**src/rtl/uart_tx_fifo.sv**
```systemverilog
// Byte FIFO and frame sequencer feeding the UART transmitter.
// One byte is presented per frame; the next pops only after completion.
module uart_tx_fifo #(
    parameter int p_DEPTH  = 16,
    parameter int p_ADDR_W = 4
) (
    input  logic                i_Clk,
    input  logic                i_Rst,
    input  logic                i_Wr_En,
    input  logic [7:0]          i_Wr_Byte,
    output logic                o_Full,
    output logic                o_Empty,
    output logic [p_ADDR_W:0]   o_Count,
    output logic                o_Overflow,
    input  logic                i_Clr_Overflow,
    output logic [7:0]          o_Tx_Byte,
    output logic                o_Tx_Ready,
    input  logic                i_Tx_Completed,
    output logic                o_Busy
);

    typedef enum logic [1:0] {
        IDLE,
        SEND,
        GAP
    } state_t;

    localparam logic [p_ADDR_W:0] DEPTH_C = (p_ADDR_W + 1)'(p_DEPTH);

    logic [7:0]          mem [p_DEPTH];
    logic [p_ADDR_W-1:0] wr_ptr;
    logic [p_ADDR_W-1:0] rd_ptr;
    logic [p_ADDR_W:0]   count;
    state_t              state;

    logic full;
    logic empty;
    logic wr_ok;
    logic pop;

    assign full  = (count == DEPTH_C);
    assign empty = (count == '0);
    assign wr_ok = i_Wr_En && !full;
    assign pop   = (state == IDLE) && !empty;

    assign o_Full  = full;
    assign o_Empty = empty;
    assign o_Count = count;
    assign o_Busy  = (state != IDLE) || !empty;

    always_ff @(posedge i_Clk) begin
        if (wr_ok && !i_Rst) begin
            mem[wr_ptr] <= i_Wr_Byte;
        end
    end

    always_ff @(posedge i_Clk) begin
        if (i_Rst) begin
            wr_ptr     <= '0;
            rd_ptr     <= '0;
            count      <= '0;
            state      <= IDLE;
            o_Tx_Byte  <= 8'h00;
            o_Tx_Ready <= 1'b0;
            o_Overflow <= 1'b0;
        end else begin
            if (wr_ok) begin
                wr_ptr <= wr_ptr + 1'b1;
            end
            if (pop) begin
                rd_ptr <= rd_ptr + 1'b1;
            end
            if (wr_ok && !pop) begin
                count <= count + 1'b1;
            end else if (!wr_ok && pop) begin
                count <= count - 1'b1;
            end

            // A rejected write beats a same-cycle clear.
            if (i_Wr_En && full) begin
                o_Overflow <= 1'b1;
            end else if (i_Clr_Overflow) begin
                o_Overflow <= 1'b0;
            end

            case (state)
                IDLE: begin
                    if (pop) begin
                        o_Tx_Byte  <= mem[rd_ptr];
                        o_Tx_Ready <= 1'b1;
                        state      <= SEND;
                    end
                end
                SEND: begin
                    if (i_Tx_Completed) begin
                        o_Tx_Ready <= 1'b0;
                        state      <= GAP;
                    end
                end
                GAP: begin
                    state <= IDLE;
                end
                default: begin
                    state <= IDLE;
                end
            endcase
        end
    end

endmodule

```
**config.mk**
```make
export PLATFORM = sky130hd
export DESIGN_NAME = uart_tx_fifo
export DESIGN_NICKNAME = d
export VERILOG_FILES = /design/src/rtl/uart_tx_fifo.sv
export SDC_FILE = /design/constraint.sdc
export NUM_CORES = 1
export LEC_CHECK = 0
export ABC_AREA = 1
export ABC_CLOCK_PERIOD_IN_PS = 4520
export BUFFER_PORTS_ARGS = -buffer_cell sky130_fd_sc_hd__buf_2
export CORE_ASPECT_RATIO = 0.75
export CORE_MARGIN = 10
export CORE_UTILIZATION = 35
export CTS_BUF_LIST = sky130_fd_sc_hd__clkbuf_8
export DETAILED_ROUTE_END_ITERATION = 7
export MAX_ROUTING_LAYER = met4
export PLACE_DENSITY = 0.47
export SLEW_MARGIN = 20
export SYNTH_ARGS = -nofsm -noshare
export SYNTH_HDL_FRONTEND = slang
export SYNTH_SLANG_ARGS = --single-unit
```
**constraint.sdc**
```tcl
create_clock -name i_Clk -period 4.52 [get_ports i_Clk]
set_clock_uncertainty 0.2 [all_clocks]
set_input_delay 1.356 -clock i_Clk [delete_from_list [all_inputs] [get_ports i_Clk]]
set_output_delay 1.356 -clock i_Clk [all_outputs]
set_load 0.02 [all_outputs]
```
==> impl_metrics.yaml, run 1 <==
cts:
  root_buffer: "clkbuf_8"
  clk_pin_slew_ps: 80
  clock_sinks: 153
  clkLatencyLatePin_ps: 440
  post_cts_resized: 0
  clockBufferDepth: 2
  cts_buffers: 17
  cts_hold_buf: 0
  htree_levels: 4
  cts_tree: "yes"
  postCtsSetupBuffers: 0
detailed_routing:
  highest_layer: "met4"
  drt-initial-drc-count: 395
  wl_um: 17200
  met3_length_um: 1060
  vias: 4564
  wl_met1_um: 7990
  drc: 0
  route.detailed.wl_per_inst_um: 17.9
  route.met2.wl_um: 7850
  dr.pass1.iters: 5
  vias_per_cell: 4.75
  antenna_left: 0
setup_path:
  path_cells: "nor2_1, nand4_1, inv_1, buf_2"
  worst_setup_path_start_kind: "flop"
  critPathKind: "flop to primary output"
  critPathMaxStageDelay_ps: 360
  cp-startpoint: "o_Count[2]"
  worst_path_dominant_cell_family: "simple AND/OR/NAND/NOR gates"
  r2r_slack_ps: 1620
  path_max_fanout: 5
  crit_arrival_ps: 1480
  cp-end-kind: "primary output"
  cp.required_ps: 2960
  regToRegStartpoint: "rd_ptr[1]"
  cp_slowest_cell: "dfxtp_1"
  worst-path-buf-inv: 2
  r2r_cells: 8
  r2r-end: "o_Tx_Byte[2]"
finish:
  nets: 726
  area_delta_synth_final_pct: 10.4
  final-seq-area_um2: 4350
  antenna_cells: 0
  fin_area_um2: 7430
  layout_common_cells: "nand2_1, edfxtp_1, nand3_1"
  drive_above_1_share_pct: 9.80
  n_fill_cell: 1822
  final_common_cell: "nand2_1"
  multi_input_area_um2: 1840
synth:
  synth_top_family_by_area: "simple AND/OR/NAND/NOR gates"
  synthCells: 680
  ys_seq_area_share_pct: 64.6
  synth_area_per_cell_um2: 9.90
  synth_fa_ha_area_share_pct: 2.16
  synth_compound_area_share_pct: 1.90
  synth_area_um2: 6730
  yosys.area.top_type: "edfxtp_1"
  synth_cell_types: 27
  synth_seq_cells: 153
  yosysWarnings: 0
  synthXorXnorAreaFrac_pct: 0.651
  syn_nets: 704
  synth_mux_area_share_pct: 0
  synthSimpleGateAreaFrac_pct: 22.6
  ys_top_cells_by_area: "edfxtp_1, nand2_1, dfxtp_1"
  netlist.area_leader.share_pct: 57.1
global_routing:
  grt_overflow: 0
  antenna_found_initial: 0
  track_usage_pct: 14.3
  grt_first_pass_wirelength_um: 27000
  grt_pass1_vias: 4724
  grt_max_degree: 67
die:
  num_rows: 43
  die_h_um: 140
  dieWidth_um: 180
  start_util_pct: 36.0
  coreArea_um2: 18700
  die_area_um2: 25200
  io_pins: 31
sta:
  tns_ps: 0
  slew_headroom_pct: 32.9
  rsz0062_at_grt: "no"
  hold_violations: 0
  fmax_mhz: 330
  final-max-slew-violation-count: 0
  setup_viol: 0
  worst_slew_pin_slew_ps: 1000
  finalCritPeriodShare_pct: 67.1
  finalCriticalPeriod_ps: 3030
min_path:
  min_to: "o_Tx_Ready"
  hold_class: "flop to flop"
  hold_path_startpoint: "o_Tx_Ready"
  min_path_cells: 2
pwr:
  power.density_nw_per_um2: 552
  peakVddDrop_mv: 0.286
  p_leak_uw: 0.00313
run_status:
  status: "finished, final reports clean"
run:
  cap_violations: 0
placement:
  place_area_um2: 7010
  place.gp.congestion: 0.867
  post-dp-hpwl_um: 11300
  portBuffers: 30
## cell families after synthesis
logic type | Yosys count
flops | 153
xor+xnor | 5
buf+inv | 123
fa+ha+maj | 11
compound gates | 25
simple gates | 363
## registers in the layout, summed over array words and instances (netlist names)
name	flops
mem	128
rd_ptr	4
state	2
o_Overflow	1
wr_ptr	4
o_Tx_Byte	8
o_Count	5
o_Tx_Ready	1
## report_power, final
group          switching, µW  internal (µW)  leakage, µW
clock network            506            592     0.000208
registers               57.4           1610      0.00136
logic                    943            393      0.00157
total                   1510           2590      0.00313
## how the worst max path moves through the flow
stage,to,slack [ps],cells after the start
CTS,o_Full,1440,4
global placement,mem[6][0],1150,4
floorplan,o_Count[4],1520,10
detailed placement,mem[2][3],1120,4
finish,o_Full,1490,4
global route,o_Tx_Byte[2],1340,8
## worst reg2reg max path: stages (launching register included)
cell,delay [ps]
dfxtp_1,310
buf_4,360
clkinv_1,910
nand3_1,410
nand3_1,110
nand3_1,250
nand3_1,130
nand2_1,70
inv_1,40
## area by class of cell
cell class,count,share of cell area (%)
Timing Repair Buffer,32,2.22
Clock inverter,14,2.46
Sequential cell,153,58.5
Multi-Input combinational cell,404,24.8
Tap cell,247,4.16
Clock buffer,17,3.15
Inverter,94,4.77
## Yosys cell counts
master / number
buf_1: 1
buf_4: 8
o21ai_0: 9
inv_2: 4
nor3b_2: 1
dfxtp_1: 25
xnor2_1: 1
nand2_2: 2
nor2_1: 41
o21bai_1: 1
xor2_1: 4
nand2_1: 217
inv_1: 88
clkinv_1: 2
clkbuf_1: 2
nand3_1: 97
ha_1: 10
and2_1: 1
nand4_2: 1
nand4_1: 1
fa_1: 1
nand3b_1: 1
buf_2: 13
nand2_4: 1
edfxtp_1: 128
buf_6: 5
a21oi_1: 15
## stage by stage
step	total power (µW)	util, %	hold slack, ps	cells	setup WS (ps)
4_1_cts	4160	39.8	270	961	1440
2_1_floorplan	2710	-	271	680	1520
3_3_place_gp	3050	37.6	253	930	1150
5_1_grt	4400	39.8	302	961	1340
6_report	4100	39.8	266	961	1490
3_5_place_dp	3050	37.6	257	930	1120
## routing by layer
metal	vias to the layer above	global-route usage [%]
met5	-	-
met4	0	5.25
met3	26	4.22
met2	115	21.6
met1	2179	18.0
li1	2244	-
Power figures use the tool's default switching activity.
==> inputs of run 2 (changes only) <==
Settings changed: ABC_AREA 1 to 0, ABC_CLOCK_PERIOD_IN_PS 4520 to 2500, PLACE_DENSITY 0.47 to 0.49.
Clock period 4.52 ns to 2.5 ns, I/O delays scaled along.
==> run 2 against run 1 <==
The flow now finishes with violations (negative setup slack). Hold slack improved by 18 ps. Global-route usage fell by 1.8 points. Utilization rose by 3.1 points. Synthesized cell count fell by 44%. Final cell count fell by 27%. Register-to-register slack got worse by 1600 ps. Flip-flop and latch count did not move. Largest cell class unchanged. Die area fell by 7.4%. Setup slack got worse by 1500 ps. Clock-buffer cell count did not move.
==> impl_metrics.yaml, run 2 <==
run_status:
  status: "complete, but fails checks"
  violations: "negative setup slack"
cts:
  clk_pin_slew_ps: 80
  clockBufferDepth: 2
  htree_levels: 4
  clkLatencyLatePin_ps: 450
  clock_sinks: 153
  root_buffer: "clkbuf_8"
  cts_tree: "yes"
  cts_buffers: 17
placement:
  post-dp-hpwl_um: 9280
  portBuffers: 30
  place.gp.congestion: 0.793
finish:
  largest_reg_flops: 128
  area_delta_synth_final_pct: 18.7
  utilization_pct: 42.9
  layout_common_cells: "edfxtp_1, nor2_1, buf_4"
  nets: 477
  antenna_cells: 0
  drive_above_1_share_pct: 31.1
  final_common_cell: "edfxtp_1"
  n_fill_cell: 1557
  top_register: "mem"
global_routing:
  grt_max_degree: 28
  grt_pass1_vias: 3459
  grt_overflow: 0
  track_usage_pct: 12.5
  grt_first_pass_wirelength_um: 21000
  antenna_found_initial: 0
detailed_routing:
  vias_per_cell: 4.79
  route.detailed.wl_per_inst_um: 19.4
  dr.pass1.iters: 5
  drt-initial-drc-count: 250
  vias: 3366
  wl_um: 13600
  drc: 0
  antenna_left: 0
setup_path:
  path_max_fanout: 4
  cp-end-kind: "primary output"
  critPathKind: "flop to primary output"
  worst_setup_path_start_kind: "flop"
  r2r_cells: 11
  cp-startpoint: "o_Count[3]"
  r2r_slack_ps: -10
  r2r-end: "o_Count[4]"
  regToRegStartpoint: "o_Count[3]"
  crit_arrival_ps: 1580
  cp.required_ps: 1550
  endpoint: "o_Busy"
synth:
  yosysMostFrequentCell: "edfxtp_1"
  yosysWarnings: 0
  yosys.area.top_type: "edfxtp_1"
  synthSimpleGateAreaFrac_pct: 6.48
  ys_seq_area_share_pct: 70.5
  synth_edf_count: 128
  synth_area_um2: 6160
  synth_top_family_by_area: "multiplexers"
  synthCells: 380
  syn_nets: 404
  ys_top_cells_by_area: "edfxtp_1, dfxtp_1, mux4_2"
  ys.flop_type: "edfxtp_1"
  synth_mux_area_share_pct: 11.7
  synth_area_per_cell_um2: 16.2
  synthXorXnorAreaFrac_pct: 1.28
  synth_compound_area_share_pct: 5.48
  async_reset_ff_share_pct: 0
  netlist.area_leader.share_pct: 62.4
  synth_cell_types: 39
  synthTopCellsByCount: "edfxtp_1, nor2_1, mux2i_1, dfxtp_1"
  synth_seq_cells: 153
  synth_fa_ha_area_share_pct: 2.36
sta:
  worst_slack_ps: -30.9
  finalCritPeriodShare_pct: 101
  finalCriticalPeriod_ps: 2530
  worst_slew_pin_slew_ps: 431
  final-max-slew-violation-count: 0
  hold_violations: 0
  tns_ps: -42.7
  slew_headroom_pct: 70.5
  setup_viol: 2
  rsz0062_at_grt: "yes"
  fmax_mhz: 395
pwr:
  p_total_uw: 7030
  p_leak_uw: 0.00246
  power.density_nw_per_um2: 962
  peakVddDrop_mv: 0.408
die:
  coreArea_um2: 17000
  dieWidth_um: 173
  die_h_um: 135
  num_rows: 41
  io_pins: 31
  start_util_pct: 36.2
  die_area_um2: 23400
run:
  cap_violations: 0
min_path:
  hold_class: "flop to flop"
==> run 2: cell count changes after synthesis, moves of 9 or more <==
cell / change
inv_1: -80
mux4_2: +16
nand3_1: -95
o22ai_1: +16
mux2i_1: +35
nor3_1: +9
nand2_1: -207
==> run 2: cells by family (layout without fill, tap and decap cells) <==
kind of cell	count (synthesis)	after routing
fa+ha+maj	11	11
compound gates	44	44
xor+xnor	9	9
simple gates	84	84
flops	153	153
mux	52	52
buf+inv	27	113
==> run 2: critical path, stage by stage, from the launching register on <==
cell and delay, ps:
dfxtp_2 340, nor4_4 270, buf_4 190, and2_4 160, nand2_2 50, buf_6 130
==> run 2: power by group <==
| part | total [µW] | internal, µW | switching (µW) |
|---|---|---|---|
| registers | 3050 | 2930 | 123 |
| logic | 2110 | 950 | 1160 |
| clock network | 1880 | 969 | 906 |
==> run 2: worst min-delay path by stage <==
stage                    end      from  depth (start not counted)  slack, ps
floorplan           state[1]  state[0]                          2        250
global placement    state[1]  state[0]                          2        260
detailed placement  state[1]  state[0]                          2        270
CTS                 state[1]  state[0]                          2        290
global route        state[1]  state[0]                          2        310
finish              state[1]  state[0]                          2        280
==> run 2: timing repair <==
| action | in CTS | in global routing |
|---|---|---|
| endpoints found under the setup margin | 4 | 4 |
| setup buffers | 3 | 1 |
| pin swaps | 6 | 3 |
| hold endpoints to repair | 0 | 0 |
| hold buffers | 0 | 0 |
| gates resized for setup | 6 | 3 |
| cloned | 0 | 0 |
==> run 2: layout make-up <==
type	count	area (µm²)	share of cell area, %
clock inverter	15	159	2.17
timing repair buffer	72	509	6.96
multi-input combinational	200	1730	23.6
clock buffer	17	234	3.20
sequential	153	4350	59.5
tap	236	295	4.04
inverter	9	37.5	0.513
==> run 2: per-layer routing <==
| metal | global-route usage (%) | routed length (µm) | vias up |
|---|---|---|---|
| li1 | - | - | 1598 |
| met1 | 17.6 | 6800 | 1690 |
| met2 | 16.9 | 5850 | 64 |
| met3 | 3.48 | 818 | 14 |
| met4 | 3.87 | 135 | 0 |
| met5 | - | 0 | - |
==> run 2: stage by stage <==
stage | instance area, µm² | hold WS [ps] | std cells | setup WS (ps)
final | 7310 | 284 | 702 | -30.9
after floorplan | 6200 | 252 | 380 | -92.9
after global routing | 7310 | 315 | 702 | -135
after detailed placement | 6860 | 275 | 666 | -159
after CTS | 7300 | 288 | 701 | -67.8
after global placement | 6860 | 263 | 666 | -140
